File: config.mk
export PLATFORM = sky130hd
export DESIGN_NAME = mmio_uart_tx
export DESIGN_NICKNAME = d
export VERILOG_FILES = /design/src/rtl/mmio_uart_tx.sv
export SDC_FILE = /design/constraint.sdc
export NUM_CORES = 1
export LEC_CHECK = 0
export ABC_AREA = 1
export BUFFER_PORTS_ARGS = -buffer_cell sky130_fd_sc_hd__buf_4
export CORE_MARGIN = 1.5
export CORE_UTILIZATION = 61
export CTS_CLUSTER_DIAMETER = 150
export DETAILED_ROUTE_END_ITERATION = 10
export MAX_ROUTING_LAYER = met4
export PLACE_DENSITY = 0.82
export RECOVER_POWER = 50
export SLEW_MARGIN = 40
export SYNTH_ARGS = -nofsm -noshare
export SYNTH_HDL_FRONTEND = slang
export SYNTH_SLANG_ARGS = --single-unit
File: constraint.sdc
create_clock -name clk -period 3.5 [get_ports clk]
set_input_delay 0.35 -clock clk [delete_from_list [all_inputs] [get_ports clk]]
set_output_delay 0.35 -clock clk [all_outputs]
set_load 0.02 [all_outputs]
File: src/rtl/mmio_uart_tx.sv
// mmio_uart_tx: CPU-bus responder with a small TX FIFO feeding an 8-N-1 UART line.
// Define UART_TX_PARITY_EN to insert an even-parity bit between data and stop.
module mmio_uart_tx #(
  parameter int unsigned           ADDR_WIDTH   = 16,
  parameter int unsigned           DATA_WIDTH   = 8,
  parameter logic [ADDR_WIDTH-1:0] BASE_ADDR    = 16'hE000,
  parameter int unsigned           CLKS_PER_BIT = 16,
  parameter int unsigned           FIFO_DEPTH   = 4
) (
  input  logic                  clk,
  input  logic                  reset_n,
  input  logic [ADDR_WIDTH-1:0] mem_address,
  input  logic                  mem_read,
  input  logic                  mem_write,
  input  logic [DATA_WIDTH-1:0] mem_wdata,
  output logic [DATA_WIDTH-1:0] mem_rdata,
  output logic                  sel,
  output logic                  tx,
  output logic                  busy
);

  localparam int unsigned PTR_W  = $clog2(FIFO_DEPTH);
  localparam int unsigned CNT_W  = $clog2(FIFO_DEPTH + 1);
  localparam int unsigned BAUD_W = $clog2(CLKS_PER_BIT);
  localparam logic [BAUD_W-1:0] BAUD_LAST = BAUD_W'(CLKS_PER_BIT - 1);

  typedef enum logic [2:0] {
    S_IDLE,
    S_START,
    S_DATA,
`ifdef UART_TX_PARITY_EN
    S_PARITY,
`endif
    S_STOP
  } state_t;

  // Address decode: an extra MSB keeps addresses below the base from aliasing into the window
  logic [ADDR_WIDTH:0] addr_diff;
  logic [1:0]          reg_offset;
  logic                data_wr;
  logic                status_wr;

  assign addr_diff  = {1'b0, mem_address} - {1'b0, BASE_ADDR};
  assign sel        = (addr_diff[ADDR_WIDTH:2] == '0);
  assign reg_offset = addr_diff[1:0];
  assign data_wr    = mem_write & sel & (reg_offset == 2'd0);
  assign status_wr  = mem_write & sel & (reg_offset == 2'd1) & mem_wdata[3];

  logic [7:0]       fifo_mem [FIFO_DEPTH];
  logic [PTR_W-1:0] wr_ptr;
  logic [PTR_W-1:0] rd_ptr;
  logic [CNT_W-1:0] fifo_count;
  logic             fifo_full;
  logic             fifo_empty;
  logic             push;
  logic             pop;
  logic [7:0]       fifo_head;
  logic             overflow;

  assign fifo_full  = (fifo_count == CNT_W'(FIFO_DEPTH));
  assign fifo_empty = (fifo_count == '0);
  assign push       = data_wr & ~fifo_full;
  assign fifo_head  = fifo_mem[rd_ptr];

  always_ff @(posedge clk) begin
    if (push) fifo_mem[wr_ptr] <= mem_wdata[7:0];
  end

  always_ff @(posedge clk or negedge reset_n) begin
    if (!reset_n) begin
      wr_ptr     <= '0;
      rd_ptr     <= '0;
      fifo_count <= '0;
    end else begin
      if (push) wr_ptr <= wr_ptr + 1'b1;
      if (pop)  rd_ptr <= rd_ptr + 1'b1;
      case ({push, pop})
        2'b10:   fifo_count <= fifo_count + 1'b1;
        2'b01:   fifo_count <= fifo_count - 1'b1;
        default: fifo_count <= fifo_count;
      endcase
    end
  end

  // An overflowing push outranks a clear on the same edge
  always_ff @(posedge clk or negedge reset_n) begin
    if (!reset_n) begin
      overflow <= 1'b0;
    end else if (data_wr && fifo_full) begin
      overflow <= 1'b1;
    end else if (status_wr) begin
      overflow <= 1'b0;
    end
  end

  state_t            state;
  state_t            state_n;
  logic [BAUD_W-1:0] baud_cnt;
  logic [BAUD_W-1:0] baud_n;
  logic [2:0]        bit_cnt;
  logic [2:0]        bit_n;
  logic [7:0]        shift_reg;
  logic [7:0]        shift_n;
  logic              baud_done;
  logic              tx_c;

`ifdef UART_TX_PARITY_EN
  logic parity_bit;

  always_ff @(posedge clk or negedge reset_n) begin
    if (!reset_n) begin
      parity_bit <= 1'b0;
    end else if (pop) begin
      parity_bit <= ^fifo_head;
    end
  end
`endif

  assign baud_done = (baud_cnt == BAUD_LAST);

  always_ff @(posedge clk or negedge reset_n) begin
    if (!reset_n) begin
      state     <= S_IDLE;
      baud_cnt  <= '0;
      bit_cnt   <= '0;
      shift_reg <= '0;
    end else begin
      state     <= state_n;
      baud_cnt  <= baud_n;
      bit_cnt   <= bit_n;
      shift_reg <= shift_n;
    end
  end

  always_comb begin
    state_n = state;
    baud_n  = baud_cnt;
    bit_n   = bit_cnt;
    shift_n = shift_reg;
    pop     = 1'b0;
    tx_c    = 1'b1;
    case (state)
      S_IDLE: begin
        if (!fifo_empty) begin
          pop     = 1'b1;
          shift_n = fifo_head;
          bit_n   = '0;
          baud_n  = '0;
          state_n = S_START;
        end
      end
      S_START: begin
        tx_c = 1'b0;
        if (baud_done) begin
          baud_n  = '0;
          state_n = S_DATA;
        end else begin
          baud_n = baud_cnt + 1'b1;
        end
      end
      S_DATA: begin
        tx_c = shift_reg[0];
        if (baud_done) begin
          baud_n  = '0;
          shift_n = shift_reg >> 1;
          bit_n   = bit_cnt + 3'd1;
          if (bit_cnt == 3'd7) begin
`ifdef UART_TX_PARITY_EN
            state_n = S_PARITY;
`else
            state_n = S_STOP;
`endif
          end
        end else begin
          baud_n = baud_cnt + 1'b1;
        end
      end
`ifdef UART_TX_PARITY_EN
      S_PARITY: begin
        tx_c = parity_bit;
        if (baud_done) begin
          baud_n  = '0;
          state_n = S_STOP;
        end else begin
          baud_n = baud_cnt + 1'b1;
        end
      end
`endif
      S_STOP: begin
        tx_c = 1'b1;
        if (baud_done) begin
          baud_n = '0;
          // Chain straight into the next start bit when more data is queued
          if (!fifo_empty) begin
            pop     = 1'b1;
            shift_n = fifo_head;
            bit_n   = '0;
            state_n = S_START;
          end else begin
            state_n = S_IDLE;
          end
        end else begin
          baud_n = baud_cnt + 1'b1;
        end
      end
      default: state_n = S_IDLE;
    endcase
  end

  logic [7:0] status;

  assign tx     = tx_c;
  assign busy   = (state != S_IDLE) | ~fifo_empty;
  assign status = {4'b0000, overflow, fifo_empty, fifo_full, state != S_IDLE};

  always_comb begin
    mem_rdata = '0;
    if (sel && mem_read && (reg_offset == 2'd1)) mem_rdata = DATA_WIDTH'(status);
  end

endmodule
=== Word level (Yosys, flattened, before mapping) ===
Memory sizes are Yosys's and may differ from the RTL's.
Cells that the tools add are included.

* Add/subtract/negate cells: 7
* Equality and inequality tests: 14
* Muxes and demuxes: 28
* Bitwise logic cells: 8
* Reduce and logical (&&, ||, !) cells: 16

{| class="wikitable"
|+ Operators with widths
! kind !! count
|-
| 3-bit two-way mux || 8
|-
| 8-bit two-way mux || 3
|-
| 8-bit case mux with 3 select lines || 1
|-
| 16-bit by 16-bit subtractor with 17-bit output, second input constant || 1
|-
| 15-bit logical NOT || 1
|-
| 4-bit two-way mux || 3
|-
| 3-bit case mux with 4 select lines || 1
|-
| 2-bit inequality test, second input constant || 5
|-
| 3-bit case mux with 3 select lines || 1
|-
| 4-bit case mux with 2 select lines || 1
|-
| 1-bit two-way mux || 7
|-
| 3-bit by 1-bit adder with 3-bit output, second input constant || 2
|-
| 3-bit by 2-bit equality test with 1-bit output, second input constant || 2
|-
| 3-bit equality test, second input constant || 2
|-
| 3-bit logical NOT || 2
|-
| 3-bit case mux with 2 select lines || 1
|-
| 2-bit nonzero test || 3
|-
| 3-bit nonzero test || 2
|-
| 1-bit AND || 5
|-
| 5-bit AND reduction || 1
|-
| 2-bit by 1-bit adder with 2-bit output, second input constant || 2
|-
| 4-bit by 1-bit adder with 4-bit output, second input constant || 1
|-
| 2-bit by 1-bit equality test with 1-bit output, second input constant || 2
|-
| 4-bit equality test, second input constant || 1
|-
| 11 further kinds || 15
|}

* Flip-flop bits (word level): 26
* RAM bits: 32
* Input port bits: 28
* Output and inout port bits: 11
* Logic and storage cells: 82
* Memories: 1

{| class="wikitable"
|+ Memory list
! name !! words !! width !! rd ports !! clocked after memory_dff !! write ports !! line !! RTL
|-
| fifo_mem || 4 || 8 || 1 || 0 || 1 || 49 || <nowiki>logic [7:0] fifo_mem [FIFO_DEPTH];</nowiki>
|}

=== Longest topological paths before layout ===
Gate-level depths: netlist of run 1.

* Depth after elaboration: 7
* Gate-level depth with buffers: 13
* Gate-level depth less buffers: 13

=== Worst setup path after synthesis of run 1 ===
No wires, ideal clock.

* Kind: input to register
* Start: in mem_address[13]
* End: reg fifo_count[1]
* Arrival time: 2406 ps
* Data required time: 3417 ps
* Path slack: 1011 ps
* Cell stages on the path: 11
* Path buffers: 0
* Path through: ha_1 inv_1 nand2_1 nor2_1 nand2_1 nor2_1 nand4_1 ha_1 inv_1 fa_1 o21ai_0

* Cells in the longest elaborated chain, start to end: 7

{| class="wikitable"
|+ RTL lines
! what !! line !! RTL
|-
| start: declaration || 12 || <nowiki>input logic [ADDR_WIDTH-1:0] mem_address,</nowiki>
|-
| 16-bit by 16-bit subtractor with 17-bit output * || 43 || <nowiki>assign addr_diff = {1'b0, mem_address} - {1'b0, BASE_ADDR};</nowiki>
|-
| 15-bit logical NOT * || 44 || <nowiki>assign sel = (addr_diff[ADDR_WIDTH:2] == '0);</nowiki>
|-
| named net sel || 17 || <nowiki>output logic sel,</nowiki>
|-
| 1-bit AND * (2 in series) || 46 || <nowiki>assign data_wr = mem_write & sel & (reg_offset == 2'd0);</nowiki>
|-
| 1-bit AND * || 62 || <nowiki>assign push = data_wr & ~fifo_full;</nowiki>
|-
| 2-bit by 1-bit equality test with 1-bit output / 2-bit equality test (equally long branches) || 77 || <nowiki>case ({push, pop})</nowiki>
|-
| 3-bit case mux with 2 select lines / 2-bit nonzero test (equally long branches) || -- ||
|-
| end signal: assignment || 78 || <nowiki>2'b10: fifo_count <= fifo_count + 1'b1;</nowiki>
|-
| end signal: assignment || 79 || <nowiki>2'b01: fifo_count <= fifo_count - 1'b1;</nowiki>
|-
| end signal: assignment || 80 || <nowiki>default: fifo_count <= fifo_count;</nowiki>
|-
| end: declaration || 52 || <nowiki>logic [CNT_W-1:0] fifo_count;</nowiki>
|}

The timed path passes the listed nets; every way through them passes the cells marked *.
A chain may end at the register's enable or synchronous reset.

=== Worst setup path after layout of run 1 ===
* Start: reg fifo_count[0]
* End: reg fifo_count[2]

* Cells in the longest elaborated chain, start to end: 6

{| class="wikitable"
|+ RTL lines
! what !! line !! RTL
|-
| 3-bit logical NOT * || 61 || <nowiki>assign fifo_empty = (fifo_count == '0);</nowiki>
|-
| 1-bit two-way mux * || 144, 194 ||
|-
| 1-bit two-way mux || 191 || <nowiki>if (baud_done) begin</nowiki>
|-
| 1-bit case mux with 2 select lines * || 142 || <nowiki>case (state)</nowiki>
|-
| named net pop || 56 || <nowiki>logic pop;</nowiki>
|-
| 2-bit by 1-bit equality test with 1-bit output / 2-bit equality test (equally long branches) || 77 ||
|-
| 3-bit case mux with 2 select lines / 2-bit nonzero test (equally long branches) || -- ||
|}

Marks and branches as above.

==> results of run 1 <==
-- report_power, final --
part / internal [µW] / leakage (µW) / switching, µW
clock: 326 / 0.0000929 / 257
combinational: 18.7 / 0.000725 / 24.1
sequential: 710 / 0.000597 / 0.00446
total: 1060 / 0.00142 / 281
-- layer usage --
| metal | part of all wire [%] | vias to the layer above | wire [µm] |
|---|---|---|---|
| met3 | 4.8 | 2 | 229 |
| met4 | 0.46 | 0 | 22 |
| li1 | - | 1028 | - |
| met1 | 47 | 899 | 2278 |
| met5 | 0 | - | 0 |
| met2 | 48 | 35 | 2291 |
-- layout make-up --
type	instances	area, µm²
clock buffer	9	123.9
fill	322	1182
multi-input combinational	195	1030
tap	52	65.06
sequential	57	1587
timing repair buffer	35	227.7
clock inverter	7	71.32
inverter	34	127.6
-- worst paths after layout --
kind                                from             end  slack, ns  depth (start not counted)
max                        fifo_count[0]   fifo_count[2]       1.21                         12
min                         mem_wdata[4]  fifo_mem[1][4]       0.28                          1
max reg2reg                fifo_count[0]   fifo_count[2]       1.21                         12
min reg2reg                   bit_cnt[0]      bit_cnt[0]       0.48                          1
max in group asynchronous        reset_n    shift_reg[2]       1.87                          2
min in group asynchronous        reset_n     baud_cnt[3]       0.83                          2
-- metrics by stage --
step	utilization [%]	worst slack, ns	hold slack (ns)
final	73.21	1.206	0.2834
after CTS	74.18	1.214	0.1957
after global routing	73.21	0.9425	0.2860
after global placement	69.53	1.037	0.2715
after detailed placement	69.53	0.9324	0.2719
after floorplan	-	1.011	0.05441
-- worst max-delay path, cell delays in order (launching register included) --
cell     delay (ns)
dfrtp_1        0.39
nor2_1         0.09
nand2_1        0.20
nand2_1        0.10
o21ai_0        0.18
nand2_1        0.15
inv_1          0.08
ha_1           0.13
inv_1          0.06
fa_1           0.37
a21oi_1        0.14
o21ai_0        0.11
xor2_1         0.15
-- cell families after synthesis --
kind of cell / count (synthesis)
and+or+nand+nor: 126
DFF: 57
AOI/OAI and AO/OA: 45
buffers and inverters: 45
adders and majority gates: 14
xor gates and xnor gates: 6
other: 1
-- cell usage in the layout (no fill, tap or decap), drive strengths merged --
cell and instances:
o211ai 4, o21ai 37, conb 4, nand3 17, nand2 51, edfxtp 32
clkinv 4, ha 13, xnor2 3, clkinvlp 2, dfrtp 25, fa 1
nor2 51, xor2 3, clkbuf 19, nand4 2, a22o 1, inv 34
nor3 1, dlygate4sd3 1, bufinv 1, or2 4, a21oi 3, buf 24
-- timing repair --
action	CTS	global route
hold buffers	1	0
endpoints found under the hold margin	25	0
buffers inserted	0	0
==> results by group, run 1 <==
Route
  – Remaining DRCs: 0
  – Routed vias/inst: 5.049
  – Vias: 1964
  – Number of DRC markers in iteration 0: 122
  – Routed wire length: 4821 µm
  – Post-DRT Antenna Nets: 0
  – Drt first pass iters: 4
  – DR WL/cell: 12.39 µm

Synthesis
  – Avg Cell Area, Syn: 9.584 µm²
  – Top-count cell post-synth: nand2_1
  – Synth Area in Simple Gates: 19.09%
  – #FFs+latches synth: 57
  – Mapped cell area: 0.002818 mm²
  – Async SR Flop Fraction: 43.86%
  – Dominant cell type by area after synthesis: edfxtp_1
  – XOR/XNOR Fraction of Synth Area: 1.865%
  – Top post-synthesis cells by area: edfxtp_1, dfrtp_1, nand2_1
  – Synth Warn #: 0
  – Post-synth top cells: nand2_1, nor2_1, inv_1, o21ai_0, edfxtp_1
  – Cell variety after synth: 28
  – Number of synthesized flops with an enable pin: 32
  – Dominant synthesized flop cell: edfxtp_1
  – Synth top area share: 34.10%
  – Multiplexer share of the synthesized area: 0%
  – Sequential share of the synthesized area: 56.31%
  – Post-Synthesis Cells: 294
  – Synth Area in Adders: 6.483%
  – Fraction of the mapped netlist area in compound gates: 8.748%
  – Largest family of logic cells by synthesized area: simple AND/OR/NAND/NOR gates

Timing
  – Max-Slew Margin vs Limit: 10.92%
  – Clock Skews: 0.008739 ns
  – Tmin final: 2.294 ns
  – Fin. max-slew vios: 0
  – Unrepaired setup endpoints after global routing: no
  – Final number of setup-violating endpoints: 0
  – Tcrit/Tclk final: 65.53%
  – Fmax achieved: 436.0 MHz
  – Setup_tns: 0 ns
  – Final Hold Violating Endpoints: 0
  – Slew @ Worst Pin: 1.336 ns

Floorplan
  – Die footprint: 0.005036 mm²
  – I/O Pins: 39
  – Die span in y: 70.97 µm
  – Core area: 0.004414 mm²
  – Row count: 24
  – Initial core utilization: 63.83%
  – Die X: 70.97 µm

Global routing
  – Most Crowded Layer GR: met2
  – Global-route wire length before repair: 8445 µm
  – Met1 usage in global routing: 28.71%
  – Met2 usage: 34.79%
  – Largest net degree at the start of global routing: 26
  – M3 GR Usage: 8.689%
  – Grt ovf: 0
  – Vias in the first global route: 1901
  – Initial antenna violation count: 0
  – Total track usage: 23.01%

Job
  – MaxCap Viol Count: 0

Power
  – Peak supply drop: 596.9 µV
  – PwrDens: 413.6 mW/mm²
  – Leak pwr: 0.001416 µW
  – Tot Pwr: 1337 µW

Cells and area
  – Share of cells above drive strength 1: 14.84%
  – Design area: 0.003232 mm²
  – Area Growth Syn to Fin: 14.70%
  – Nets: 374
  – Largest register FFs: 32
  – Antenna diode count: 0
  – Non-Filler Instances: 389

Placed design
  – Placer Congestion: 0.8235
  – DP Cell Count: 372
  – I/O Buffers: 34
  – Area post-placement: 0.003069 mm²
  – Dpl hpwl: 3514 µm

Worst setup path
  – WP data arrival: 2.50 ns
  – Worst-path maximum fanout: 5
  – Crit path kind: reg2reg
  – Critical Path Start Type: flip-flop
  – CP Capture Type: flip-flop
  – Required time worst endpoint: 3.71 ns

Clocking
  – CTS Buf Count: 9
  – Clk_lat worst skew: 0.33 ns
  – Clk buf depth: 2
  – CTS Root Cell: clkbuf_8
  – H-tree levels: 3
  – Post-cts resize count: 0
  – Clock transition at path regs: 0.07 ns
  – Sink Count: 57
  – CTS tree: built

Worst hold path
  – Hold Crit Class: in2reg

Status
  – Outcome: completed
No activity file was read; power rests on OpenSTA's default activity.
==> inputs of run 2 (changes only) <==
CORE_UTILIZATION = 51   (was 61)
PLACE_DENSITY = 0.73   (was 0.82)
clock period = 1.9 ns   (was 3.5 ns; I/O delays follow)
==> results by group, run 2 (synthesized netlist as in run 1, its figures left out) <==
Floorplan
  – Core area: 0.005205 mm²
  – Initial core utilization: 54.13%
  – Die footprint: 0.005980 mm²
  – Die X: 77.33 µm
  – I/O Pins: 39
  – Row count: 26
  – Die span in y: 77.33 µm

Route
  – Routed wire length: 5412 µm
  – Drt first pass iters: 4
  – Number of DRC markers in iteration 0: 86
  – Routed vias/inst: 4.800
  – Post-DRT Antenna Nets: 0
  – Vias: 2155
  – DR WL/cell: 12.05 µm
  – Remaining DRCs: 0

Worst setup path
  – Crit path kind: reg2reg
  – CP Capture Type: flip-flop
  – Critical Path Start Type: flip-flop
  – WP data arrival: 2.19 ns
  – Required time worst endpoint: 2.12 ns
  – Worst-path maximum fanout: 3

Timing
  – Tmin final: 1.971 ns
  – Post-route setup slack: -0.07102 ns
  – Fmax achieved: 507.4 MHz
  – Clock Skews: 0.008544 ns
  – Unrepaired setup endpoints after global routing: yes
  – WHS: 0.09425 ns
  – Slew @ Worst Pin: 1.394 ns
  – Final number of setup-violating endpoints: 1
  – Final Hold Violating Endpoints: 0
  – Fin. max-slew vios: 0
  – Tcrit/Tclk final: 103.7%
  – Max-Slew Margin vs Limit: 7.054%

Status
  – Failing checks: setup timing
  – Outcome: finished, violations left

Power
  – Peak supply drop: 751.2 µV
  – Seq pwr share: 52.1%
  – Internal power of the cells: 1959 µW
  – Clock share of power: 44.7%
  – P_sw: 550.7 µW
  – Gate power share: 3.1%
  – PwrDens: 684.6 mW/mm²
  – Net Sw Frac: 21.94%
  – Leak pwr: 0.001627 µW

Global routing
  – Largest net degree at the start of global routing: 26
  – Global-route wire length before repair: 8845 µm
  – Vias in the first global route: 2064
  – Initial antenna violation count: 0
  – Total track usage: 20.25%
  – Grt ovf: 0

Cells and area
  – Antenna diode count: 0
  – Largest register FFs: 32
  – Share of cells above drive strength 1: 30.08%
  – Design area: 0.003666 mm²
  – Leading cell type in the layout, fill and taps excluded: buf_4
  – Nets: 416
  – Area Growth Syn to Fin: 30.11%
  – Commonest non-fill, non-tap cells in the layout: buf_4, nand2_1, nor2_1

Placed design
  – I/O Buffers: 34
  – Placer Congestion: 0.8167
  – Area post-placement: 0.003362 mm²
  – Pre-CTS WS: -0.1062 ns
  – Dpl hpwl: 3670 µm

Worst hold path
  – Hold Crit Class: in2reg

Clocking
  – H-tree levels: 3
  – CTS tree: built
  – Clock transition at path regs: 0.07 ns
  – Clk_lat worst skew: 0.34 ns
  – CTS Buf Count: 9
  – Clk buf depth: 2
  – Sink Count: 57
  – CTS Root Cell: clkbuf_8

Job
  – MaxCap Viol Count: 0
-- run 2: changes by cell type in the layout (fill, tap and decap cells not counted), sizes merged --
cell / previous run / this run
inv: 34 / 35
clkbuf: 19 / 18
buf: 24 / 67
clkinv: 4 / 3
-- run 2: area by class of cell --
class                           instances  area (µm²)
Fill cell                             416        1539
Tap cell                               70       87.58
Inverter                               34       127.6
Clock buffer                            9       123.9
Clock inverter                          7       80.08
Sequential cell                        57        1587
Multi-Input combinational cell        195        1114
Timing Repair Buffer                   77       546.8
-- run 2: power by group through the flow --
stage	Clock (µW)	Sequential, µW	Combinational [µW]
after floorplan	0	1330	28.8
after global placement	0	1330	86.8
after detailed placement	0	1330	88.9
after CTS	1150	1310	90.7
after global routing	1200	1310	90.8
final	1120	1310	79.0
-- run 2: final timing paths --
check / from / endpoint / slack, ns / cells after the start
min reg2reg: bit_cnt[2] / bit_cnt[2] / 0.48 / 2
max reg2reg: state[0] / fifo_count[2] / -0.07 / 11
min: mem_wdata[6] / fifo_mem[1][6] / 0.09 / 1
min in group asynchronous: reset_n / baud_cnt[0] / 0.70 / 2
max in group asynchronous: reset_n / wr_ptr[0] / 0.37 / 2
max: state[0] / fifo_count[2] / -0.07 / 11
-- run 2: stage by stage --
stage          utilization, %  instances  total power, µW   TNS, ns
3_5_place_dp            64.59        422             1422   -0.1331
6_report                70.43        449             2510  -0.07102
4_1_cts                 69.64        444             2545  -0.08275
2_1_floorplan               -        297             1363   -0.1063
3_3_place_gp            64.59        422             1420  -0.04687
5_1_grt                 70.43        449             2596   -0.2017
-- run 2: repair_timing --
item	in CTS	in global routing
setup buffers	5	6
hold endpoints to repair	25	0
pin swaps	4	3
cloned	0	0
resized for setup	5	12
setup endpoints to repair	2	7
hold buffers	1	0
-- run 2: worst max-delay path: stages, from the launching register on --
cell and delay [ns]:
dfrtp_1 0.40, ha_2 0.21, nand2_2 0.07, o21ai_2 0.13
nand2_2 0.08, inv_2 0.07, ha_4 0.12, inv_2 0.03
fa_2 0.35, a21oi_2 0.14, o21ai_1 0.09, xor2_1 0.15
-- run 2: layer usage --
metal	GRT usage, %	share of wire (%)	up-vias
li1	-	-	1117
met1	22.48	41	978
met2	33.33	51	50
met3	6.706	5.1	10
met4	8.909	2.1	0
met5	-	0	-
==> inputs of run 3 (changes only) <==
BUFFER_PORTS_ARGS = -buffer_cell sky130_fd_sc_hd__buf_2   (was -buffer_cell sky130_fd_sc_hd__buf_4)
==> results by group, run 3 (synthesized netlist as in run 1, its figures left out) <==
Route
  – Number of DRC markers in iteration 0: 77
  – DR WL/cell: 11.73 µm
  – DRT met1 WL: 2228 µm
  – Top layer in use: met4
  – Vias: 2135
  – Routed wire length: 5198 µm
  – Routed vias/inst: 4.819
  – Remaining DRCs: 0
  – Drt first pass iters: 4
  – Met2 WL post-DR: 2620 µm
  – Met3 wire length: 302 µm
  – Post-DRT Antenna Nets: 0

Power
  – Peak supply drop: 494.1 µV
  – Leak pwr: 0.001578 µW
  – Tot Pwr: 2513 µW
  – PwrDens: 708.8 mW/mm²

Clocking
  – CTS tree: built
  – Sink Count: 57
  – CTS Buf Count: 9
  – Clock transition at path regs: 0.07 ns
  – Clk_lat worst skew: 0.34 ns
  – Clk buf depth: 2
  – H-tree levels: 3
  – CTS Root Cell: clkbuf_8

Worst setup path
  – Crit path from: state[1]
  – Slowest-stage cell, CP: dfrtp_1
  – Worst-path maximum fanout: 3
  – Critical path, cell by cell: ha_2 -> nand2_2 -> o21ai_2 -> nand2_2 -> inv_2 -> ha_4 -> inv_2 -> fa_2 -> a21oi_2 -> o21ai_1 -> xor2_1
  – Slowest Stage Delay on Critical Path: 0.39 ns
  – Required time worst endpoint: 2.12 ns
  – Crit path kind: reg2reg
  – Worst Path Buf+Inv: 2
  – R2r startpoint: state[1]
  – Delay-heaviest family, CP: adder cells
  – WP data arrival: 2.15 ns
  – Critical Path Start Type: flip-flop
  – CP Capture Type: flip-flop

Timing
  – Slew @ Worst Pin: 0.6572 ns
  – Final Hold Violating Endpoints: 0
  – Max-Slew Margin vs Limit: 56.19%
  – Unrepaired setup endpoints after global routing: yes
  – Tmin final: 1.928 ns
  – Fmax achieved: 518.8 MHz
  – Clock Skews: 0.01126 ns
  – Tcrit/Tclk final: 101.5%
  – Final number of setup-violating endpoints: 1
  – Setup_tns: -0.02760 ns
  – Post-route setup slack: -0.02760 ns
  – Fin. max-slew vios: 0

Placed design
  – Placer Congestion: 0.8237
  – Area post-placement: 0.003284 mm²
  – I/O Buffers: 34
  – Dpl hpwl: 3589 µm
  – Pre-CTS WS: -0.08401 ns

Cells and area
  – Post-layout util: 68.13%
  – Largest register FFs: 32
  – Nets: 410
  – Antenna diode count: 0
  – Area Growth Syn to Fin: 25.84%
  – Leading cell type in the layout, fill and taps excluded: nand2_1
  – Fillers: 440
  – Design area: 0.003546 mm²
  – Share of cells above drive strength 1: 28.69%
  – Commonest non-fill, non-tap cells in the layout: nand2_1, nor2_1, buf_4

Floorplan
  – I/O Pins: 39
  – Core area: 0.005205 mm²
  – Die footprint: 0.005980 mm²
  – Initial core utilization: 54.13%
  – Row count: 26
  – Die span in y: 77.33 µm
  – Die X: 77.33 µm

Global routing
  – Largest net degree at the start of global routing: 26
  – Vias in the first global route: 2014
  – Grt ovf: 0
  – Total track usage: 19.12%
  – Initial antenna violation count: 0
  – Global-route wire length before repair: 8390 µm

Worst hold path
  – Hold Crit Class: in2reg
  – HP Start: mem_wdata[7]

Job
  – MaxCap Viol Count: 0

Status
  – Failing checks: setup timing
  – Outcome: finished, violations left
[run 3: cell types whose count changed in the layout (fill, tap and decap cells not counted), sizes merged]
cell	change
buf	-7
clkbuf	+2
inv	-1
[run 3: layout make-up]
type	instances	area (µm²)	area share [%]
Sequential cell	57	1587	44.74
Multi-Input combinational cell	195	1100	31.02
Timing Repair Buffer	71	439.2	12.39
Clock buffer	10	137.6	3.881
Inverter	34	127.6	3.599
Tap cell	70	87.58	2.470
Clock inverter	6	67.56	1.905
[run 3: worst paths after layout]
path | slack [ns] | endpoint | cells after the start
max | -0.03 | fifo_count[2] | 11
min | 0.10 | fifo_mem[0][7] | 1
max reg2reg | -0.03 | fifo_count[2] | 11
min reg2reg | 0.48 | shift_reg[0] | 2
max in group asynchronous | 1.06 | wr_ptr[0] | 2
min in group asynchronous | 0.41 | shift_reg[0] | 2
[run 3: report_power, final]
part	internal [µW]	switching, µW
combinational	27.7	43.5
sequential	1310	0.00898
clock	642	492
total	1980	536
[run 3: what timing repair did]
action | in CTS | in global routing
resized for setup | 4 | 8
endpoints found under the setup margin | 1 | 5
gates cloned | 0 | 0
hold endpoints to repair | 25 | 0
pin swaps | 4 | 2
hold buffers | 1 | 0
buffers inserted | 0 | 3
[run 3: stage by stage]
| step | hold WS [ns] | instances |
|---|---|---|
| after global routing | 0.1009 | 443 |
| after detailed placement | 0.2289 | 423 |
| after floorplan | -0.1056 | 297 |
| after CTS | 0.05065 | 440 |
| after global placement | 0.2188 | 423 |
| final | 0.1019 | 443 |
[run 3: routing by layer]
layer | track usage, % | up-vias
met3 | 6.118 | 4
li1 | - | 1096
met2 | 31.32 | 53
met1 | 20.89 | 982
met5 | - | -
met4 | 9.818 | 0
